<file path="config.mk">
export PLATFORM = sky130hd
export DESIGN_NAME = clk_enable_gen
export DESIGN_NICKNAME = d
export VERILOG_FILES = /design/src/rtl/clk_enable_gen_pkg.sv /design/src/rtl/clk_enable_gen_lock_filter.sv /design/src/rtl/clk_enable_gen.sv
export SDC_FILE = /design/constraint.sdc
export NUM_CORES = 1
export LEC_CHECK = 0
export CORE_ASPECT_RATIO = 0.5
export CORE_MARGIN = 2
export CORE_UTILIZATION = 25
export DETAILED_ROUTE_END_ITERATION = 8
export PLACE_DENSITY = 0.48
export RECOVER_POWER = 100
export SYNTH_ARGS = -nofsm -noshare
export SYNTH_HDL_FRONTEND = slang
export SYNTH_SLANG_ARGS = --single-unit
</file>
<file path="constraint.sdc">
create_clock -name clock -period 5.9 [get_ports clock]
set_clock_uncertainty 0.1 [all_clocks]
set_input_delay 0.885 -clock clock [delete_from_list [all_inputs] [get_ports clock]]
set_output_delay 0.885 -clock clock [all_outputs]
set_load 0.02 [all_outputs]
</file>
<file path="src/rtl/clk_enable_gen_pkg.sv">
// Shared types and defaults for the clock-enable generator.
package clk_enable_gen_pkg;

    // Lock sequencing states.
    typedef enum logic [1:0] {
        WAIT  = 2'd0,
        COUNT = 2'd1,
        RUN   = 2'd2
    } lock_state_t;

    localparam int NCH_MAX       = 16;
    localparam int DEF_NCH       = 3;
    localparam int DEF_ACC_W     = 16;
    localparam int DEF_LOCK_WAIT = 1024;

    // Width of the channel select; a single channel still needs one bit.
    function automatic int ch_w(input int n);
        return (n > 1) ? $clog2(n) : 1;
    endfunction

endpackage

</file>
<file path="src/rtl/clk_enable_gen_lock_filter.sv">
// PLL lock filter: 2-flop synchroniser, lock-wait counter and reset sequencer.
// Outputs are registered from the next state, so the state change and the
// output change share one edge.
module lock_filter
    import clk_enable_gen_pkg::*;
#(
    parameter int LOCK_WAIT = DEF_LOCK_WAIT
) (
    input  logic        clock,
    input  logic        reset,
    input  logic        pll_locked,
    output logic        sys_reset,
    output logic        lock_ok,
    output logic        lost_lock,
    output logic        run_next,
    output lock_state_t state
);

    localparam int CNT_W = $clog2(LOCK_WAIT + 1);

    logic             sync1;
    logic             lk;
    logic [CNT_W-1:0] cnt;
    lock_state_t      next_state;
    logic [CNT_W-1:0] next_cnt;

    // Bring the asynchronous PLL lock into the clock domain.
    always_ff @(posedge clock) begin
        if (reset) begin
            sync1 <= 1'b0;
            lk    <= 1'b0;
        end else begin
            sync1 <= pll_locked;
            lk    <= sync1;
        end
    end

    // Next-state and counter logic: any low lk outside RUN restarts the wait.
    always_comb begin
        next_state = state;
        next_cnt   = cnt;
        case (state)
            WAIT: begin
                if (lk) begin
                    next_state = COUNT;
                    next_cnt   = CNT_W'(1);
                end else begin
                    next_cnt   = '0;
                end
            end
            COUNT: begin
                if (!lk) begin
                    next_state = WAIT;
                    next_cnt   = '0;
                end else if (cnt == CNT_W'(LOCK_WAIT)) begin
                    next_state = RUN;
                    next_cnt   = '0;
                end else begin
                    next_cnt   = cnt + CNT_W'(1);
                end
            end
            RUN: begin
                next_cnt = '0;
                if (!lk) next_state = WAIT;
            end
            default: begin
                next_state = WAIT;
                next_cnt   = '0;
            end
        endcase
    end

    assign run_next = (next_state == RUN);

    // State, counter and registered status outputs.
    always_ff @(posedge clock) begin
        if (reset) begin
            state     <= WAIT;
            cnt       <= '0;
            sys_reset <= 1'b1;
            lock_ok   <= 1'b0;
            lost_lock <= 1'b0;
        end else begin
            state     <= next_state;
            cnt       <= next_cnt;
            sys_reset <= (next_state != RUN);
            lock_ok   <= (next_state == RUN);
            if (state == RUN && !lk) lost_lock <= 1'b1;
        end
    end

endmodule

</file>
<file path="src/rtl/clk_enable_gen.sv">
// Multi-channel clock-enable generator: one phase accumulator per channel,
// each producing a registered single-cycle strobe from its carry-out.
module clk_enable_gen
    import clk_enable_gen_pkg::*;
#(
    parameter int               NCH         = DEF_NCH,
    parameter int               ACC_W       = DEF_ACC_W,
    parameter int               LOCK_WAIT   = DEF_LOCK_WAIT,
    parameter logic [ACC_W-1:0] INC_DEFAULT = {1'b1, {(ACC_W-1){1'b0}}}
) (
    input  logic                   clock,
    input  logic                   reset,
    input  logic                   pll_locked,
    input  logic                   cfg_valid,
    output logic                   cfg_ready,
    input  logic [ch_w(NCH)-1:0]   cfg_ch,
    input  logic [ACC_W-1:0]       cfg_inc,
    input  logic                   resync,
    output logic [NCH-1:0]         ce,
    output logic                   sys_reset,
    output logic                   lock_ok,
    output logic                   lost_lock
);

    localparam int CH_W = ch_w(NCH);

    if (NCH < 1 || NCH > NCH_MAX) begin : g_bad_nch
        $error("clk_enable_gen: NCH out of range");
    end

    logic             run_next;
    lock_state_t      lock_state;
    logic             acc_en;
    logic             stg_valid;
    logic [CH_W-1:0]  stg_ch;
    logic [ACC_W-1:0] stg_inc;

    lock_filter #(
        .LOCK_WAIT (LOCK_WAIT)
    ) u_lock_filter (
        .clock      (clock),
        .reset      (reset),
        .pll_locked (pll_locked),
        .sys_reset  (sys_reset),
        .lock_ok    (lock_ok),
        .lost_lock  (lost_lock),
        .run_next   (run_next),
        .state      (lock_state)
    );

    // Accumulate only while in RUN and staying there, so ce drops on the
    // same edge that leaves RUN.
    assign acc_en = (lock_state == RUN) && run_next;

    // Valid/ready: a request transfers on the edge where cfg_valid and
    // cfg_ready are both high; the staged write is applied on the next edge,
    // during which cfg_ready is low.
    assign cfg_ready = !stg_valid;

    // Config staging register (accept edge, then apply edge).
    always_ff @(posedge clock) begin
        if (reset) begin
            stg_valid <= 1'b0;
            stg_ch    <= '0;
            stg_inc   <= '0;
        end else if (cfg_valid && !stg_valid) begin
            stg_valid <= 1'b1;
            stg_ch    <= cfg_ch;
            stg_inc   <= cfg_inc;
        end else begin
            stg_valid <= 1'b0;
        end
    end

    for (genvar i = 0; i < NCH; i++) begin : g_ch
        logic [ACC_W-1:0] acc;
        logic [ACC_W-1:0] inc;
        logic [ACC_W:0]   sum;
        logic             hit;
        logic             ce_r;

        // Out-of-range channel selects match no channel and are dropped.
        assign hit = stg_valid && (stg_ch == CH_W'(i));
        assign sum = {1'b0, acc} + {1'b0, inc};
        assign ce[i] = ce_r;

        // Phase accumulator; the carry-out becomes the strobe.
        always_ff @(posedge clock) begin
            if (reset) begin
                acc  <= '0;
                inc  <= INC_DEFAULT;
                ce_r <= 1'b0;
            end else begin
                if (hit) inc <= stg_inc;
                if (!acc_en || resync || hit) begin
                    acc  <= '0;
                    ce_r <= 1'b0;
                end else begin
                    acc  <= sum[ACC_W-1:0];
                    ce_r <= sum[ACC_W];
                end
            end
        end
    end

endmodule
</file>
==> results of run 1 <==
stage by stage:
stage | hold slack [ns] | setup slack, ns | total power, mW | cell area (sq um)
2_1_floorplan | 0.3138 | 3.642 | 0.9985 | 6514
3_3_place_gp | 0.3412 | 2.796 | 1.033 | 7128
3_5_place_dp | 0.3479 | 2.746 | 1.034 | 7128
4_1_cts | 0.3627 | 3.201 | 2.128 | 7730
5_1_grt | 0.3781 | 1.614 | 2.175 | 7726
6_report | 0.3640 | 1.892 | 2.099 | 7726
per-layer routing:
| metal | vias to the layer above | track usage [%] | part of all wire [%] |
|---|---|---|---|
| li1 | 2755 | - | - |
| met1 | 2425 | 16.47 | 53 |
| met2 | 45 | 18.62 | 43 |
| met3 | 12 | 2.558 | 3.0 |
| met4 | 0 | 3.606 | 1.0 |
| met5 | - | 0 | 0 |
layout by cell type (no fill, tap or decap), drive strengths merged, types with 4 or more instances in the layout:
cell type,instances
nor2b,8
clkbuf,18
o21ai,29
nor3,21
nand4,6
o31ai,4
dlygate4sd3,7
clkinv,7
ha,50
a21oi,100
clkdlybuf4s50,21
nor3b,4
inv,22
nand2,167
and3,7
and2,4
or3,6
a211oi,13
nand3b,6
xor2,16
o21a,12
nand3,8
nand2b,9
xnor2,15
nor2,67
a21o,9
dfxtp,136
critical path, cell delays in order:
cell,delay [ns]
buf_2,0.07
clkbuf_1,2.16
nand2b_1,0.36
nor3_2,0.13
nand2_1,0.44
nor3_1,0.13
logic make-up after synthesis:
kind of cell,after synthesis,synth area share (%)
XOR/XNOR,31,4.168
AO/OA/AOI/OAI,190,17.96
buffers and inverters,48,2.939
AND/OR/NAND/NOR,322,22.15
multiplexers,3,0.4610
adder cells (fa/ha/maj),53,10.53
flip-flops,136,41.80
area by class of cell:
cell class | count | share of cell area, %
inverter | 20 | 0.9717
clock inverter | 15 | 2.283
timing repair buffer | 31 | 3.838
clock buffer | 17 | 5.506
sequential | 136 | 35.24
tap | 344 | 5.571
multi-input combinational | 599 | 46.59
worst min path at each step:
stage | slack [ns] | startpoint | end
floorplan | 0.31 | u_lock_filter.sync1 | u_lock_filter.lk
global placement | 0.34 | u_lock_filter.sync1 | u_lock_filter.lk
detailed placement | 0.35 | u_lock_filter.sync1 | u_lock_filter.lk
CTS | 0.36 | g_ch[0].inc[0] | g_ch[0].inc[0]
global route | 0.38 | g_ch[2].inc[0] | g_ch[2].inc[0]
finish | 0.36 | g_ch[2].inc[14] | g_ch[2].inc[14]
report_power, final:
group	total, mW	internal, mW	switching [mW]
logic	0.0643	0.0277	0.0366
clock network	1.09	0.665	0.422
registers	0.948	0.931	0.0172
total	2.10	1.62	0.476
state kept, by name, summed over array words and instances (netlist names), 2 cells and up:
| signal | count |
|---|---|
| g_ch.inc | 48 |
| stg_ch | 2 |
| g_ch.ce_r | 3 |
| g_ch.acc | 48 |
| u_lock_filter.cnt | 11 |
| stg_inc | 16 |
| u_lock_filter.state | 2 |
==> flow_summary.yaml, run 1 <==
floorplanning:
  placeableCoreArea_sq_um: 25390
  die_h_microns: 118.1
  floorplan.io_pins: 30
  rows: 41
  die_area_sq_um: 27440
  die_w_microns: 232.3
  initial_utilization_pct: 25.65
synth:
  synth-edff-count: 0
  synth_top_area_share_pct: 41.80
  synth.cells.most_frequent: "nand2_1, dfxtp_1, a21oi_1, nor2_1, ha_1"
  ys_dominant_reg_cell: "dfxtp_1"
  synth_nets: 859
  synth.ff_latch_count: 136
  postSynthAreaPerCell_sq_um: 8.319
  synth_cell_types: 54
  yosysWarnings: 0
  synthesis.area_sq_um: 6514
  synth_seq_area_share_pct: 41.80
  synth_most_common_cell: "nand2_1"
  async_set_or_reset_flop_fraction_in_the_synthesized_netlist_pct: 0
  synth.top_cells.by_area: "dfxtp_1, nand2_1, ha_1"
  postSynthCellCount: 783
  yosys.area.top_type: "dfxtp_1"
final_layout:
  antenna_cells_inserted: 0
  final_cells: 1162
  nFillCells: 2684
  fin_util_pct: 30.43
  final_nets: 881
  area.growth.synth_to_final_pct: 18.61
  multi_input_area_sq_um: 3600
  share_of_layout_cells_above_drive_strength_1_pct: 5.990
  register_area_sq_um: 2723
route:
  num_vias: 5237
  drt.antenna.violating_nets: 0
  drt-wirelength-per-cell_microns: 13.64
  detail_route.drc_violations: 0
  wl_microns: 15860
  detail_route.first_pass.iterations: 4
  post_detailed_route_via_to_cell_ratio: 4.507
  initialDrtViolationCount: 215
clock_tree:
  root_buffer: "clkbuf_16"
  worst_skew_pair.late_latency_ns: 0.42
  post_cts_resize_count: 0
  cts.repair_timing.setup_buffer_count: 0
  numClockSinks: 136
  ctsHtreeMaxLevel: 4
  cts.reportedPaths.clkPinSlew_ns: 0.06
  ctsLongestPathBuffers: 2
  cts_made_buffers: 17
  ctsHoldBuffers: 0
  cts_tree: "yes"
critical_path:
  cp-start-kind: "primary input"
  setup.worst_path.start: "reset"
  worstSetupPathType: "in2reg"
  timing.rr.start: "g_ch[0].inc[0]"
  timing.critical_path.arrival_ns: 4.19
  end_kind: "flop"
  worst-path-max-fanout: 71
  endpoint: "g_ch[1].acc[11]"
  critical_path.reg2reg.endpoint: "g_ch[0].acc[14]"
  required_ns: 6.09
  r2r_setup_slack_ns: 3.33
  reg2reg_depth: 9
global_routing:
  vias_in_the_first_global_route: 5014
  largest_net_degree_at_the_start_of_global_routing: 72
  initial_antenna_violation_count: 0
  groute.usage.overall_pct: 11.95
  grt.overflow.total: 0
  first_pass_grt_wire_length_microns: 25880
power_and_ir_drop:
  power.density_cell_area_nw_per_um2: 271.7
  leakagePower_nw: 2.909
  ir_drop_v: 0.0001697
placed_design:
  finalWeightedCongestion: 0.7650
  portBuffers: 29
  dp.cells: 1130
  half_perimeter_wire_length_after_placement_microns: 11470
timing:
  final_max_slew_viol_count: 72
  setup-violations-final: 0
  hold_violations: 0
  slew_headroom_pct: -103.7
  tightestPinTransition_ns: 3.055
  unrepaired_setup_endpoints_after_global_routing: "no"
  final.period_utilization_pct: 67.92
  fmax_mhz: 249.5
  post-route-min-period_ns: 4.008
  setup_tns_ns: 0
hold_path:
  hp-class: "reg2reg"
  hold-path-cell-count: 2
run_status:
  failed_checks: "capacitance limit, slew limit"
  status: "complete, but fails checks"
job:
  drv_cap: 1
Note: power is estimated with default switching activity, not from simulation.
==> run 2, diff against run 1 <==
==> constraint.sdc (replaced) <==
create_clock -name clock -period 4.1 [get_ports clock]
set_clock_uncertainty 0.1 [all_clocks]
set_input_delay 0.615 -clock clock [delete_from_list [all_inputs] [get_ports clock]]
set_output_delay 0.615 -clock clock [all_outputs]
set_load 0.02 [all_outputs]
==> run 2 against run 1 <==
The run still ends with capacitance limit, slew limit left. Register-to-register slack got worse by 1.9 ns. Largest power group unchanged. Routed wire length increased by 0.66%. Via count increased by 1.8%. Clock-buffer cell count increased by 2. Core utilization decreased by 0.23 points. Clock power increased by 36%.
==> flow_summary.yaml, run 2 (synthesis results as in run 1) <==
critical_path:
  path_depth: 5
  setup.worst_path.start: "stg_valid"
  worst-path-max-fanout: 18
  endpoint: "g_ch[2].acc[14]"
  timing.critical_path.cells: "inv_1 -> nor3b_1 -> nor2_1 -> nand2_1 -> mux2i_1"
  critical_path.n_buffers_inverters: 1
  reg2reg_depth: 5
  end_kind: "flop"
  slowest_stage_delay_cp_ns: 1.61
  timing.rr.start: "stg_valid"
  critical_path.reg2reg.endpoint: "g_ch[2].acc[14]"
  timing.critical_path.arrival_ns: 2.90
  required_ns: 4.29
  cp-start-kind: "flop"
  worstSetupPathType: "reg2reg"
  crit_slowest_cell: "nor3b_1"
  cp_top_family: "simple AND/OR/NAND/NOR gates"
  r2r_setup_slack_ns: 1.40
final_layout:
  fin_util_pct: 30.20
  final_nets: 883
  reg.largest.list: "g_ch.acc: 48 flops, g_ch.inc: 48 flops, stg_inc: 16 flops"
  antenna_cells_inserted: 0
  mostFrequentLayoutCells: "nand2_1, dfxtp_1, a21oi_1"
  area.growth.synth_to_final_pct: 17.73
  nFillCells: 2681
  share_of_layout_cells_above_drive_strength_1_pct: 5.488
  final_cells: 1164
  mostFrequentLayoutCell: "nand2_1"
job:
  drv_cap: 1
timing:
  final_max_slew_viol_count: 19
  tightestPinTransition_ns: 2.068
  hold_violations: 0
  setup_tns_ns: 0
  unrepaired_setup_endpoints_after_global_routing: "no"
  fmax_mhz: 370.0
  post-route-min-period_ns: 2.703
  slew_headroom_pct: -38.17
  setup-violations-final: 0
  whs_ns: 0.3471
  final.period_utilization_pct: 65.92
power_and_ir_drop:
  power.density_cell_area_nw_per_um2: 383.3
  ir_drop_v: 0.0002478
  power_mw: 2.939
  leakagePower_nw: 2.900
clock_tree:
  ctsHtreeMaxLevel: 4
  numClockSinks: 136
  ctsHoldBuffers: 0
  worst_skew_pair.late_latency_ns: 0.41
  cts.reportedPaths.clkPinSlew_ns: 0.06
  post_cts_resize_count: 0
  cts_tree: "yes"
  cts.repair_timing.setup_buffer_count: 0
  ctsLongestPathBuffers: 2
  root_buffer: "clkbuf_16"
  cts_made_buffers: 17
floorplanning:
  floorplan.io_pins: 30
  rows: 41
  die_h_microns: 118.1
  die_area_sq_um: 27440
  die_w_microns: 232.3
  placeableCoreArea_sq_um: 25390
  initial_utilization_pct: 25.65
global_routing:
  largest_net_degree_at_the_start_of_global_routing: 71
  grt.overflow.total: 0
  first_pass_grt_wire_length_microns: 26590
  groute.usage.overall_pct: 12.18
  vias_in_the_first_global_route: 5190
  initial_antenna_violation_count: 0
route:
  drt-wirelength-per-cell_microns: 13.71
  initialDrtViolationCount: 263
  wl_microns: 15960
  post_detailed_route_via_to_cell_ratio: 4.582
  detail_route.drc_violations: 0
  num_vias: 5333
  drt.antenna.violating_nets: 0
  detail_route.first_pass.iterations: 4
placed_design:
  portBuffers: 29
  half_perimeter_wire_length_after_placement_microns: 11320
  finalWeightedCongestion: 0.8025
  dp.cells: 1132
run_status:
  status: "complete, but fails checks"
  failed_checks: "capacitance limit, slew limit"
hold_path:
  hp-class: "reg2reg"
-- run 2: cell count changes in the layout (fill, tap and decap cells not counted), sizes merged, moves of 2 or more --
cell	previous run	this run
buf	2	5
bufinv	3	1
clkdlybuf4s50	21	19
clkinv	7	4
clkinvlp	3	5
dlygate4sd3	7	9
-- run 2: final cells by class --
type	instances	area [sq um]	share of cell area, %
clock buffers	19	452.9	5.906
clock inverters	13	121.4	1.583
inverters	20	75.07	0.9790
multi-input cells	599	3551	46.30
flip-flops and latches	136	2723	35.50
well taps	344	430.4	5.613
repair buffers	33	315.3	4.112
-- run 2: power by group --
| group | switching (mW) | internal, mW | total [mW] |
|---|---|---|---|
| Sequential | 0.0249 | 1.34 | 1.36 |
| Clock | 0.607 | 0.871 | 1.48 |
| Combinational | 0.0572 | 0.0399 | 0.0971 |
| Total | 0.689 | 2.25 | 2.94 |
-- run 2: worst min-delay path by stage --
stage | start | endpoint | slack (ns) | cells after the start
after floorplan | u_lock_filter.sync1 | u_lock_filter.lk | 0.31 | 1
after global placement | u_lock_filter.sync1 | u_lock_filter.lk | 0.32 | 1
after detailed placement | u_lock_filter.sync1 | u_lock_filter.lk | 0.33 | 1
after CTS | u_lock_filter.sync1 | u_lock_filter.lk | 0.35 | 1
after global routing | u_lock_filter.sync1 | u_lock_filter.lk | 0.37 | 1
final | u_lock_filter.sync1 | u_lock_filter.lk | 0.35 | 1
-- run 2: per-stage QoR --
step                      setup WS (ns)  instance area [sq um]
after floorplan                   1.929                   6514
after global placement            1.623                   7143
after detailed placement          1.568                   7143
after CTS                         1.649                   7717
after global routing              1.065                   7669
final                             1.397                   7669
-- run 2: per-layer routing --
metal	vias to the layer above	share of wire [%]	global-route usage [%]
met5	-	0	0
met4	0	1.2	3.365
met3	11	2.8	2.847
met2	56	45	19.49
met1	2522	51	16.34
li1	2744	-	-
